$ cat config.mk
export PLATFORM = sky130hd
export DESIGN_NAME = if_stage_flat
export DESIGN_NICKNAME = d
export VERILOG_FILES = /design/src/rtl/if_stage_if.sv /design/src/rtl/if_stage.sv /design/src/flat_wrapper.sv
export SDC_FILE = /design/constraint.sdc
export NUM_CORES = 1
export LEC_CHECK = 0
export ABC_CLOCK_PERIOD_IN_PS = 13440
export CORE_UTILIZATION = 56
export CTS_CLUSTER_SIZE = 28
export DETAILED_ROUTE_END_ITERATION = 12
export PLACE_DENSITY = 0.93
export RECOVER_POWER = 50
export SLEW_MARGIN = 0
export SYNTH_ARGS = -nofsm -noshare
export SYNTH_HDL_FRONTEND = slang
export SYNTH_SLANG_ARGS = --single-unit
$ cat constraint.sdc
create_clock -name clk -period 13.44 [get_ports clk]
set_input_delay 4.032 -clock clk [delete_from_list [all_inputs] [get_ports clk]]
set_output_delay 4.032 -clock clk [all_outputs]
set_load 0.005 [all_outputs]
$ cat src/rtl/if_stage_if.sv
// if_stage_if: instruction-memory request/response bus between the fetch stage and memory.
`default_nettype none

interface if_stage_if;
   logic        imem_req;
   logic [31:0] imem_addr;
   logic        imem_ack;
   logic [31:0] imem_rdata;

   modport master (output imem_req, imem_addr, input imem_ack, imem_rdata);
   modport slave  (input imem_req, imem_addr, output imem_ack, imem_rdata);
endinterface

`default_nettype wire

$ cat src/rtl/if_stage.sv
// if_stage: instruction fetch with 1-entry hold buffer, flush/redirect and IF/ID register.
// Optional macro IF_STAGE_CNT_EN adds fetch/drop counters. Rev 1.0
`default_nettype none

module if_stage #(
   parameter logic [31:0] RESET_PC = 32'h0000_0000,
   parameter logic [31:0] NOP_INST = 32'h0000_0013
) (
   input  wire logic        clk,
   input  wire logic        rst,
   input  wire logic        i_pc_write,
   input  wire logic        i_ifid_write,
   input  wire logic        i_ifid_flush,
   input  wire logic [31:0] i_branch_target,
   if_stage_if.master       imem,
   output logic [31:0]      o_ifid_pc,
   output logic [31:0]      o_ifid_inst,
   output logic             o_ifid_valid
`ifdef IF_STAGE_CNT_EN
  ,output logic [31:0]      o_fetch_cnt,
   output logic [31:0]      o_drop_cnt
`endif
);

   typedef enum logic [1:0] {
      ST_IDLE = 2'd0,
      ST_REQ  = 2'd1,
      ST_HOLD = 2'd2,
      ST_DROP = 2'd3
   } state_t;

   state_t      r_state, w_state_nxt;
   logic [31:0] r_addr, w_addr_nxt;
   logic [31:0] r_redirect, w_redirect_nxt;
   logic [31:0] r_hold_inst;
   logic [31:0] w_ifid_inst_nxt;
   logic        w_hold_load, w_ifid_load, w_drop;
   logic        w_req, w_ack, w_stall;
   logic [31:0] w_tgt;

   assign w_req   = (r_state == ST_REQ) || (r_state == ST_DROP);
   // An ack outside an active request is a stray strobe and is ignored.
   assign w_ack   = imem.imem_ack && w_req;
   assign w_stall = !i_pc_write || !i_ifid_write;
   assign w_tgt   = i_branch_target & ~32'h0000_0003;

   assign imem.imem_req  = w_req;
   assign imem.imem_addr = r_addr;

   always_comb begin
      w_state_nxt     = r_state;
      w_addr_nxt      = r_addr;
      w_redirect_nxt  = r_redirect;
      w_hold_load     = 1'b0;
      w_ifid_load     = 1'b0;
      w_ifid_inst_nxt = imem.imem_rdata;
      w_drop          = 1'b0;
      case (r_state)
         ST_IDLE: begin
            w_state_nxt = ST_REQ;
            if (i_ifid_flush) w_addr_nxt = w_tgt;
         end
         ST_REQ: begin
            if (i_ifid_flush) begin
               if (w_ack) begin
                  w_addr_nxt = w_tgt;
                  w_drop     = 1'b1;
               end else begin
                  w_state_nxt    = ST_DROP;
                  w_redirect_nxt = w_tgt;
               end
            end else if (w_ack) begin
               if (w_stall) begin
                  w_state_nxt = ST_HOLD;
                  w_hold_load = 1'b1;
               end else begin
                  w_ifid_load = 1'b1;
                  w_addr_nxt  = r_addr + 32'd4;
               end
            end
         end
         ST_HOLD: begin
            if (i_ifid_flush) begin
               w_state_nxt = ST_REQ;
               w_addr_nxt  = w_tgt;
               w_drop      = 1'b1;
            end else if (!w_stall) begin
               w_state_nxt     = ST_REQ;
               w_ifid_load     = 1'b1;
               w_ifid_inst_nxt = r_hold_inst;
               w_addr_nxt      = r_addr + 32'd4;
            end
         end
         ST_DROP: begin
            if (w_ack) begin
               w_state_nxt = ST_REQ;
               w_drop      = 1'b1;
               w_addr_nxt  = i_ifid_flush ? w_tgt : r_redirect;
            end else if (i_ifid_flush) begin
               w_redirect_nxt = w_tgt;
            end
         end
         default: w_state_nxt = ST_IDLE;
      endcase
   end

   always_ff @(posedge clk or posedge rst) begin
      if (rst) r_state <= ST_IDLE;
      else     r_state <= w_state_nxt;
   end

   // The request address doubles as the buffered PC while in HOLD.
   always_ff @(posedge clk or posedge rst) begin
      if (rst) begin
         r_addr       <= RESET_PC;
         r_redirect   <= RESET_PC;
         r_hold_inst  <= 32'd0;
         o_ifid_pc    <= 32'd0;
         o_ifid_inst  <= NOP_INST;
         o_ifid_valid <= 1'b0;
      end else begin
         r_addr     <= w_addr_nxt;
         r_redirect <= w_redirect_nxt;
         if (w_hold_load) r_hold_inst <= imem.imem_rdata;
         if (i_ifid_flush) begin
            o_ifid_pc    <= 32'd0;
            o_ifid_inst  <= NOP_INST;
            o_ifid_valid <= 1'b0;
         end else if (w_ifid_load) begin
            o_ifid_pc    <= r_addr;
            o_ifid_inst  <= w_ifid_inst_nxt;
            o_ifid_valid <= 1'b1;
         end
      end
   end

`ifdef IF_STAGE_CNT_EN
   always_ff @(posedge clk or posedge rst) begin
      if (rst) begin
         o_fetch_cnt <= 32'd0;
         o_drop_cnt  <= 32'd0;
      end else begin
         if (w_ifid_load && !i_ifid_flush) o_fetch_cnt <= o_fetch_cnt + 32'd1;
         if (w_drop)                       o_drop_cnt  <= o_drop_cnt + 32'd1;
      end
   end
`endif

endmodule

`default_nettype wire
$ cat src/flat_wrapper.sv
// flat-port wrapper written by rule: the top's interface ports become plain ports
module if_stage_flat 
#(
   parameter logic [31:0] RESET_PC = 32'h0000_0000,
   parameter logic [31:0] NOP_INST = 32'h0000_0013
)
  (clk, rst, i_pc_write, i_ifid_write, i_ifid_flush, i_branch_target, o_ifid_pc, o_ifid_inst, o_ifid_valid, imem_imem_req, imem_imem_addr, imem_imem_ack, imem_imem_rdata);
  if_stage_if imem_i ();
  input  wire logic clk;
  input  wire logic rst;
  input  wire logic i_pc_write;
  input  wire logic i_ifid_write;
  input  wire logic i_ifid_flush;
  input  wire logic [31:0] i_branch_target;
  output logic [31:0] o_ifid_pc;
  output logic [31:0] o_ifid_inst;
  output logic o_ifid_valid;
  output wire logic [$bits(imem_i.imem_req)-1:0] imem_imem_req;
  output wire logic [$bits(imem_i.imem_addr)-1:0] imem_imem_addr;
  input wire logic [$bits(imem_i.imem_ack)-1:0] imem_imem_ack;
  input wire logic [$bits(imem_i.imem_rdata)-1:0] imem_imem_rdata;
  assign imem_imem_req = imem_i.imem_req;
  assign imem_imem_addr = imem_i.imem_addr;
  assign imem_i.imem_ack = imem_imem_ack;
  assign imem_i.imem_rdata = imem_imem_rdata;
  if_stage #(.RESET_PC(RESET_PC), .NOP_INST(NOP_INST)) u_core (.clk(clk), .rst(rst), .i_pc_write(i_pc_write), .i_ifid_write(i_ifid_write), .i_ifid_flush(i_ifid_flush), .i_branch_target(i_branch_target), .imem(imem_i), .o_ifid_pc(o_ifid_pc), .o_ifid_inst(o_ifid_inst), .o_ifid_valid(o_ifid_valid));
endmodule
* Word-level counts from Yosys, hierarchy flattened
Index checks and enable logic that the tools add are counted.
Word-level totals: flip-flop bits (word level) 163, bits of input ports 70, output and inout bits 98, logic and storage cells 70
Operators by class: add/subtract/negate cells 1, eq/ne operators 13, multiplexer cells 38, reductions and logical operators 11
Operators by type and width (count):
- 32-bit 2-to-1 mux | 17
- 32-bit one-hot mux with 4 select lines | 1
- 32-bit one-hot mux with 2 select lines | 1
- 32-bit by 3-bit adder with 32-bit output, second input constant | 1
- 2-bit 2-to-1 mux | 7
- 1-bit 2-to-1 mux | 10
- 2-bit inequality test, second input constant | 4
- 2-bit one-hot mux with 4 select lines | 1
- 3-bit by 2-bit inequality test with 1-bit output, second input constant | 2
- 3-bit inequality test, second input constant | 2
- 5-bit AND reduction | 1
- 2-bit equality test, second input constant | 2
- 2-bit by 1-bit inequality test with 1-bit output, second input constant | 2
- 4-bit AND reduction | 1
- 2-bit nonzero test | 2
- 3-bit AND reduction | 1
- 2-bit by 1-bit equality test with 1-bit output, second input constant | 1
- 1-bit logical NOT | 2
- 2-bit logical NOT | 1
- 1-bit logical OR | 2
- 1-bit one-hot mux with 2 select lines | 1
- 1-bit logical AND | 1

* Depth between registers and ports, before layout
Gate-level depths: netlist of the first run.
depth after elaboration 8, depth in mapped cells 10, mapped depth without buffers 8

* Least setup slack after synthesis of the first run
OpenSTA, ideal clock, no wires.
kind input-to-reg, start input port i_ifid_flush, end register u_core.o_ifid_inst[10], library setup time 0.120 ns, arrival 5.433 ns, data required time 13.320 ns, setup slack 7.887 ns, stages on the path 7, path buffers 3, cell sequence inv_1 > nand2_1 > or3_1 > clkbuf_1 > clkbuf_1 > buf_1 > a31o_2
Between the ends: word-level cells in the longest chain between the ends 3, elaborated cells on any way between the ends 5, classes of those cells 4 x mux; 1 x reduce/logical
Ends and longest elaborated chain:
- start: declaration | line flat_wrapper.sv:13 | input wire logic i_ifid_flush;
- 1-bit 2-to-1 mux, on equally long branches | line if_stage.sv:83, if_stage.sv:64
- 1-bit one-hot mux with 2 select lines | line if_stage.sv:58 | case (r_state)
- 2-bit nonzero test (no source line)
- end signal: assignment | line if_stage.sv:131 | o_ifid_inst <= w_ifid_inst_nxt;
- end: declaration | line if_stage.sv:17 | output logic [31:0] o_ifid_inst,
Parallel ways exist; a longest one is shown, timed or not. A chain may end at the register's enable or synchronous reset.

* Final worst setup path of the first run
start input port i_ifid_flush, end register u_core.r_addr[26], in the netlist u_core.imem.imem_addr[26]
Between the ends: word-level cells in the longest chain between the ends 3, elaborated cells on any way between the ends 7, classes of those cells 1 x eq/ne; 5 x mux; 1 x reduce/logical
Ends and longest elaborated chain:
- 32-bit 2-to-1 mux | line if_stage.sv:98 | w_addr_nxt = i_ifid_flush ? w_tgt : r_redirect;
- 32-bit 2-to-1 mux | line if_stage.sv:95 | if (w_ack) begin
- 32-bit one-hot mux with 4 select lines | line if_stage.sv:58
- end signal: assignment | line if_stage.sv:122 | r_addr <= w_addr_nxt;
- end: declaration | line if_stage.sv:33 | logic [31:0] r_addr, w_addr_nxt;
Parallel ways exist; a longest one is shown, timed or not. The select of a mux whose other input is x is not followed.

==> summary.md, run 1 <==
| Metric | Value |
|---|---|
| Clk buf depth | 2 |
| Largest net degree at the start of global routing | 85 |
| Boundary Pins | approximately 170 |
| Peak supply drop | 92.0 uV |
| Die ar. | about 0.015 mm2 |
| Top_reg_cell synth | dfrtp_1 |
| Req. time, crit path | about 14000 ps |
| Most common cell after layout, fill and taps aside | dfrtp_1 |
| Gpl congestion | 0.867 |
| Placed cell count | approximately 1100 |
| Area Growth Syn to Fin | 29.4% |
| Commonest cells after routing, fill and taps aside | dfrtp_1 (160), nand2_1 (111), dlygate4sd3_1 (99) |
| Post-CTS Setup Inserts | 0 |
| Hold Vio Cnt, Final | 0 |
| Vias in the first global route | 6823 |
| Pins Over Slew Limit | between 150 and 200 |
| DP HPWL | approximately 14 mm |
| Die extent in x | between 100 and 150 um |
| Status | finished with violations |
| Global Route Usage Sum | between 30 and 40% |
| WL final | 22.3 mm |
| Post-CTS Resized | 0 |
| Tot Pwr | 1960 uW |
| Vias per cell | roughly 6.3 |
| Die height | 121 um |
| Num Clock Sinks | 163 |
| Initial antenna violation count | 0 |
| H-tree levels | 4 |
| Min-Delay Path Class | reg -> reg |
| DRC Markers | 0 |
| Final setup TNS | 0 ps |
| Fin area | a little over 0.01 mm2 |
| CP Capture Type | register |
| CTS Buf Count | 17 |
| Slew @ Worst Pin | roughly 3600 ps |
| Post-synth cell types | 54 |
| Sequential area share after synthesis | 51.1% |
| RSZ-0062 raised after global routing | false |
| Failing checks | capacitance limit, slew limit |
| Area after DPL | 0.00975 mm2 |
| Skew-Pair Late Insertion Delay | roughly 430 ps |
| Yosys warnings | 0 |
| Synthesized flop and latch total | 163 |
| Starting Density | 57.6% |
| # diodes | 0 |
| Final Skew | about 8.6 ps |
| Core ar. | 0.0139 mm2 |
| Worst EP arrival | approximately 8100 ps |
| Tmin final | 7810 ps |
| Buffers on Ports | 165 |
| Final #Nets | just under 1000 |
| CTS Root Buffer Type | clkbuf_16 |
| Synth Instances | around 770 |
| Starting DRT DRC Count | a little over 900 |
| Syn avg cell area | between 10 and 15 um2 |
| Final non-filler cell total | 1104 |
| Max Fclk | ~0.13 GHz |
| Post-CTS Hold Fix Bufs | 0 |
| Post-synth EDFFs | 0 |
| Routed WL per cell | 20.2 um |
| # rows | 43 |
| Share of the clock period used by the worst path | 58.1% |
| CTS tree | done |
| Ratio of cells with drive above 1 in the final layout | between 15 and 20% |
| Via count | between 6000 and 7000 |
| Final hold slack | ~510 ps |
| Worst Setup Path Type | in -> reg |
| Synth Cell Area | between 0.007 and 0.008 mm2 |
| Crit start category | primary input |
| Routed Antenna Nets | 0 |
| Flop-to-flop setup slack | around 9700 ps |
| First-pass GRT wire length | between 30 and 40 mm |
| Worst slew margin | -144% |
| Pwr dens | around 190 mW/mm2 |
| MaxCap Viol Count | 4 |
| Global route total overflow | 0 |
| FFs w/ async S/R, synth | between 90% and 100% |
| Detailed Routing Iterations Pass 1 | 6 |
| Leak Pwr | 0.00472 uW |
| Final setup vio count | 0 |
| Reg clk slew, reported paths | ~70 ps |
| Synthesized Nets | roughly 850 |
| Max Fanout on Critical Path | 68 |
==> metrics by stage <==
step,setup WS [ps],util [%]
after floorplan,5010,-
after detailed placement,6350,70.3
after global placement,6470,70.3
after global routing,5400,74.4
after CTS,6700,74.6
final,5630,74.4
==> synth_stat cells, drive strengths merged (4+ instances only) <==
library cell	n	area, um2
a221o	5	50.1
a221oi	17	149
mux2i	32	320
o211ai	10	75.1
a21oi	20	100
nand4	8	65.1
nor3	11	55.1
a32o	6	60.1
xor2	5	43.8
xnor2	9	78.8
and3	5	31.3
clkbuf	47	178
nor2b	6	37.5
buf	7	27.5
nand2b	8	50.1
nand3	16	80.1
o31ai	6	45.0
nand2	112	423
inv	13	48.8
ha	6	75.1
a22o	4	35.0
a31o	30	263
mux2	69	777
o21ai	68	340
dfrtp	160	4000
a21o	5	37.5
nor4	5	46.3
nor2	51	191
==> final cells by class <==
class                      instances  area, um2
sequential                       163       4080
multi-input combinational        541       3670
fill                             890       3550
timing repair buffer             175       1720
clock buffer                      19        443
tap                              180        225
clock inverter                    13        151
inverter                          13       50.0
==> worst paths after layout <==
check | startpoint | to | depth (start not counted)
min in group asynchronous | rst | u_core.o_ifid_pc[28] | 2
max reg2reg | u_core.r_state[0] | u_core.imem.imem_addr[18] | 7
max in group asynchronous | rst | u_core.r_hold_inst[21] | 3
min reg2reg | u_core.r_hold_inst[17] | u_core.r_hold_inst[17] | 1
min | u_core.r_hold_inst[17] | u_core.r_hold_inst[17] | 1
max | i_ifid_flush | u_core.imem.imem_addr[26] | 8
==> metal layers <==
layer	vias to the layer above	track usage [%]	wire length [um]	part of all wire, %
li1	3075	-	-	-
met1	3405	42.3	9010	40
met2	410	49.1	10700	48
met3	60	6.30	1980	8.9
met4	0	12.5	589	2.6
met5	-	0	0	0
==> sequential cells by signal, summed over array words and instances (netlist names) <==
register / cells
u_core.r_redirect: 32
u_core.o_ifid_pc: 32
u_core.r_hold_inst: 32
u_core.r_state: 2
u_core.o_ifid_inst: 32
u_core.imem.imem_addr: 32
u_core.o_ifid_valid: 1
==> kinds of logic after synthesis <==
| family | synth area share (%) |
|---|---|
| and+or+nand+nor | 13.2 |
| AOI/OAI and AO/OA | 16.3 |
| DFF | 51.1 |
| muxes | 13.7 |
| buffers and inverters | 3.18 |
| xor gates and xnor gates | 1.53 |
| adders and majority gates | 0.940 |
==> critical path, cell delays in order <==
cell           delay (ps)
dlygate4sd3_1         520
clkbuf_1             1160
inv_2                 110
buf_4                 430
a21oi_1               380
and2_1                910
o21ai_0               310
a21o_1                260
==> report_power, final <==
group | total [uW] | internal, uW | switching, uW
logic | 662 | 329 | 333
clock network | 490 | 282 | 208
registers | 812 | 647 | 165
total | 1960 | 1260 | 706
(Power assumes the default switching activity.)
==> run 2: changes to the inputs <==
Settings changed: ABC_CLOCK_PERIOD_IN_PS 13440 to 6400, CORE_UTILIZATION 56 to 47, PLACE_DENSITY 0.93 to 0.83.
Clock period 13.44 ns to 6.4 ns, I/O delays scaled along.
==> summary.md, run 2 (synthesis results as in run 1) <==
| Metric | Value |
|---|---|
| # rows | 47 |
| Fin area | 0.0104 mm2 |
| Register area | slightly above 0.004 mm2 |
| Routed Antenna Nets | 0 |
| CTS Buf Count | 17 |
| CTS tree | done |
| Final non-filler cell total | between 1000 and 1500 |
| Slack of the critical path | ~1900 ps |
| Gpl congestion | 0.840 |
| Area Growth Syn to Fin | 30.2% |
| Final setup TNS | 0 ps |
| CTS Root Buffer Type | clkbuf_16 |
| Max Fanout on Critical Path | between 90 and 100 |
| Core ar. | approximately 0.017 mm2 |
| Slowest cell on crit path | clkbuf_1 |
| Hold Vio Cnt, Final | 0 |
| Boundary Pins | 168 |
| Via count | between 6000 and 7000 |
| Worst path bufs/invs | 3 |
| Top Family by Delay on Critical Path | buffers and inverters |
| Worst Setup Path Type | in -> async |
| Global Route Usage Sum | around 26% |
| Skew-Pair Late Insertion Delay | 430 ps |
| Die extent in x | ~130 um |
| Pins Over Slew Limit | 75 |
| Crit path largest cell delay | approximately 1500 ps |
| FILL cells | approximately 1300 |
| Worst setup path endpoint | u_core.o_ifid_pc[22] |
| Clk buf depth | 2 |
| Reg-to-Reg End | u_core.o_ifid_inst[11] |
| Failing checks | capacitance limit, slew limit |
| Global route total overflow | 0 |
| Multi-input logic area | between 0.003 and 0.004 mm2 |
| Vias in the first global route | about 6500 |
| CP Capture Type | async pin |
| Post-CTS Setup Inserts | 0 |
| Final Skew | ~5.6 ps |
| Leak Pwr | roughly 0.0047 uW |
| Placed cell count | about 1100 |
| Pwr dens | 399 mW/mm2 |
| Largest net degree at the start of global routing | 93 |
| DP HPWL | around 14 mm |
| CP Cell Sequence | dlygate4sd3_1, inv_6, clkbuf_1 |
| Routed WL per cell | between 15 and 20 um |
| WL final | between 20 and 25 mm |
| Max Fclk | about 0.22 GHz |
| Post-CTS Resized | 0 |
| Initial antenna violation count | 1 |
| DRC Markers | 0 |
| Share of the clock period used by the worst path | 70.5% |
| Starting DRT DRC Count | just over 700 |
| Buffers on Ports | ~170 |
| Flop-to-flop setup slack | roughly 3000 ps |
| Slew @ Worst Pin | 1940 ps |
| First-pass GRT wire length | around 35 mm |
| Die ar. | 0.0175 mm2 |
| Status | finished with violations |
| Tmin final | ~4500 ps |
| Worst EP arrival | 4670 ps |
| Worst slew margin | -29.7% |
| Crit. path cell count | 3 |
| H-tree levels | 4 |
| Reg clk slew, reported paths | roughly 60 ps |
| Min-Delay Path Class | reg -> reg |
| Crit path launch | rst |
| Post-CTS Hold Fix Bufs | 0 |
| Final #Nets | approximately 990 |
| Num Clock Sinks | 163 |
| Starting Density | roughly 48% |
| Final setup vio count | 0 |
| Req. time, crit path | about 6600 ps |
| Peak supply drop | about 220 uV |
| Vias per cell | between 5 and 6 |
| Final Util | between 60% and 70% |
| Ratio of cells with drive above 1 in the final layout | between 10% and 20% |
| R2R depth | 5 |
| Crit start category | primary input |
| Commonest cells after routing, fill and taps aside | dfrtp_1 (160), nand2_1 (111), clkdlybuf4s50_1 (100) |
| Pre-CTS setup slack | roughly 1800 ps |
| Detailed Routing Iterations Pass 1 | 7 |
| R2r startpoint | u_core.r_state[0] |
| Area after DPL | roughly 0.0098 mm2 |
| Die height | 132 um |
| Most common cell after layout, fill and taps aside | dfrtp_1 |
| RSZ-0062 raised after global routing | false |
| MaxCap Viol Count | 2 |
run 2: cell count changes in the layout (fill, tap and decap cells not counted):
| cell | change |
|---|---|
| clkdlybuf4s50_1 | +34 |
| clkinvlp_4 | -2 |
| diode_2 | +1 |
| inv_6 | -3 |
| clkinv_2 | +4 |
| clkbuf_1 | +1 |
| dlygate4sd3_1 | -34 |
| clkinvlp_2 | -1 |
| bufinv_16 | +1 |
| buf_4 | +2 |
| clkbuf_8 | +1 |
| clkinv_4 | -2 |
run 2: how the worst min path moves through the flow:
stage,startpoint,end,slack (ps),cells past startpoint
after floorplan,u_core.r_redirect[0],u_core.r_redirect[0],460,1
after global placement,u_core.o_ifid_valid,u_core.o_ifid_valid,460,1
after detailed placement,u_core.o_ifid_valid,u_core.o_ifid_valid,470,1
after CTS,u_core.o_ifid_valid,u_core.o_ifid_valid,480,1
after global routing,u_core.o_ifid_valid,u_core.o_ifid_valid,500,1
final,u_core.o_ifid_valid,u_core.o_ifid_valid,480,1
run 2: area by class of cell:
| type | count | share of cell area, % |
|---|---|---|
| multi-input cells | 541 | 35.2 |
| flip-flops and latches | 163 | 39.2 |
| diodes | 1 | 0.0240 |
| inverters | 13 | 0.517 |
| repair buffers | 176 | 16.6 |
| clock buffers | 22 | 4.46 |
| well taps | 220 | 2.65 |
| clock inverters | 10 | 1.29 |
run 2: metrics by stage:
stage | hold WS [ps] | total power (uW)
after floorplan | 464 | 2480
after global placement | 463 | 3030
after detailed placement | 468 | 3090
after CTS | 481 | 4140
after global routing | 500 | 4340
final | 475 | 4150
run 2: report_power, final:
part,internal (uW),switching [uW],leakage [uW],total (uW)
clock,632,417,0.000290,1050
sequential,1360,340,0.00208,1700
combinational,719,683,0.00235,1400
total,2710,1440,0.00471,4150
run 2: metal layers:
metal / GRT usage, % / share of wire [%] / wire length [um]
met4: 13.7 / 3.8 / 830
met3: 5.04 / 8.4 / 1840
met2: 38.1 / 46 / 10000
met1: 35.1 / 42 / 9210
met5: 0 / 0 / 0
run 2: worst register-to-register path: stages, from the launching register on:
cell and delay [ps]:
dfrtp_1 400, inv_1 100, ha_1 680, nand2_1 600
or3_2 1080, a31o_2 430
==> run 3: changes to the inputs <==
Settings changed: ABC_CLOCK_PERIOD_IN_PS 6400 to 3700.
Clock period 6.4 ns to 3.7 ns, I/O delays scaled along.
==> summary.md, run 3 (synthesis results as in run 1) <==
| Metric | Value |
|---|---|
| Starting Density | between 40% and 50% |
| Gpl congestion | around 0.85 |
| CTS tree | done |
| Reg clk slew, reported paths | 60 ps |
| Die extent in x | between 100 and 150 um |
| Most common cell after layout, fill and taps aside | dfrtp_1 |
| FILL cells | between 1000 and 1500 |
| Starting DRT DRC Count | between 600 and 700 |
| Vias in the first global route | about 6600 |
| Final Skew | between 8 and 9 ps |
| Boundary Pins | roughly 170 |
| Tmin final | 3220 ps |
| H-tree levels | 4 |
| Largest net degree at the start of global routing | 164 |
| Worst slew margin | roughly 34% |
| Routed Antenna Nets | 0 |
| Slack of the critical path | 482 ps |
| Slew @ Worst Pin | roughly 990 ps |
| Final hold slack | between 400 and 500 ps |
| Ratio of cells with drive above 1 in the final layout | approximately 17% |
| Skew-Pair Late Insertion Delay | roughly 430 ps |
| Req. time, crit path | roughly 4000 ps |
| Global route total overflow | 0 |
| Final setup TNS | 0 ps |
| Max Fclk | around 0.31 GHz |
| RSZ-0062 raised after global routing | false |
| Final setup vio count | 0 |
| DP HPWL | 14.4 mm |
| Area Growth Syn to Fin | 31.4% |
| Hold Vio Cnt, Final | 0 |
| # diodes | 0 |
| Post-CTS Resized | 0 |
| Worst Setup Path Type | in -> reg |
| WL final | ~22 mm |
| Die ar. | ~0.018 mm2 |
| CP Cell Sequence | dlygate4sd3_1, clkbuf_1, nand2b_1, nor2_2, clkbuf_2, mux2_2 |
| Pre-CTS setup slack | around 450 ps |
| Post-CTS Hold Fix Bufs | 0 |
| Global Route Usage Sum | around 25% |
| Core ar. | between 0.015 and 0.02 mm2 |
| Detailed Routing Iterations Pass 1 | 6 |
| Status | finished clean |
| CP Capture Type | register |
| Final #Nets | 999 |
| First-pass GRT wire length | ~35 mm |
| DRC Markers | 0 |
| Initial antenna violation count | 0 |
| Slowest cell on crit path | clkbuf_2 |
| Worst path bufs/invs | 3 |
| Clk buf depth | 2 |
| Routed WL per cell | approximately 19 um |
| Via count | approximately 6700 |
| Vias per cell | 5.81 |
| Max Fanout on Critical Path | 32 |
| Commonest cells after routing, fill and taps aside | dfrtp_1 (160), clkdlybuf4s50_1 (120), nand2_1 (111) |
| Share of the clock period used by the worst path | 87.0% |
| # rows | 47 |
| Peak supply drop | approximately 400 uV |
| Buffers on Ports | about 170 |
| Post-CTS Setup Inserts | 0 |
| Pwr dens | 685 mW/mm2 |
| Num Clock Sinks | 163 |
| Crit start category | primary input |
| Leak Pwr | 0.00468 uW |
| Crit path largest cell delay | ~700 ps |
| CTS Buf Count | 17 |
| MaxCap Viol Count | 0 |
| Top Family by Delay on Critical Path | buffers and inverters |
| Register area | between 0.004 and 0.005 mm2 |
| Worst EP arrival | 3520 ps |
| Pins Over Slew Limit | 0 |
| Multi-input logic area | about 0.0037 mm2 |
| Die height | between 100 and 150 um |
| Min-Delay Path Class | reg -> reg |
| CTS Root Buffer Type | clkbuf_16 |
run 3: worst reg2reg max path, delay by kind of cell (launching register included):
family,cells,cell delay [ps]
adders and majority gates,1,720
DFF,1,410
and+or+nand+nor,3,440
buffers and inverters,2,860
AOI/OAI and AO/OA,2,410
run 3: per-layer routing:
layer  part of all wire (%)  vias to the layer above  GRT usage [%]
met3                    7.8                       50           5.15
met1                     43                     3246           34.6
met2                     46                      305           39.4
met4                    3.0                        0           11.3
met5                      0                        -              0
li1                       -                     3112              -
run 3: report_power, final:
| group | total (uW) | switching [uW] | leakage [uW] | internal [uW] |
|---|---|---|---|---|
| clock | 1770 | 747 | 0.000281 | 1020 |
| sequential | 2930 | 584 | 0.00208 | 2350 |
| combinational | 2480 | 1200 | 0.00232 | 1290 |
run 3: final cells by class:
type                       count  share of cell area (%)
clock buffer                  19                    4.22
clock inverter                13                    1.42
inverter                      13                   0.477
multi-input combinational    541                    34.9
sequential                   163                    38.9
tap                          220                    2.62
timing repair buffer         187                    17.4
run 3: through the flow:
step	utilization, %	instance area (um2)	total power, uW	instances
after global placement	59.8	9920	5280	1124
after floorplan	-	7990	4290	771
after global routing	63.3	10500	7550	1156
after detailed placement	59.8	9920	5400	1124
final	63.3	10500	7190	1156
after CTS	63.4	10500	7200	1156
run 3: path summary, 6_finish.rpt:
| check | start | end | slack [ps] | depth (start not counted) |
|---|---|---|---|---|
| setup / recovery | i_ifid_flush | u_core.r_redirect[25] | 480 | 6 |
| hold / removal | u_core.o_ifid_valid | u_core.o_ifid_valid | 480 | 1 |
| setup reg to reg | u_core.r_state[0] | u_core.imem.imem_addr[8] | 760 | 8 |
| hold reg to reg | u_core.o_ifid_valid | u_core.o_ifid_valid | 480 | 1 |
| max in group asynchronous | rst | u_core.o_ifid_inst[6] | 1660 | 3 |
| min in group asynchronous | rst | u_core.o_ifid_pc[29] | 1440 | 3 |
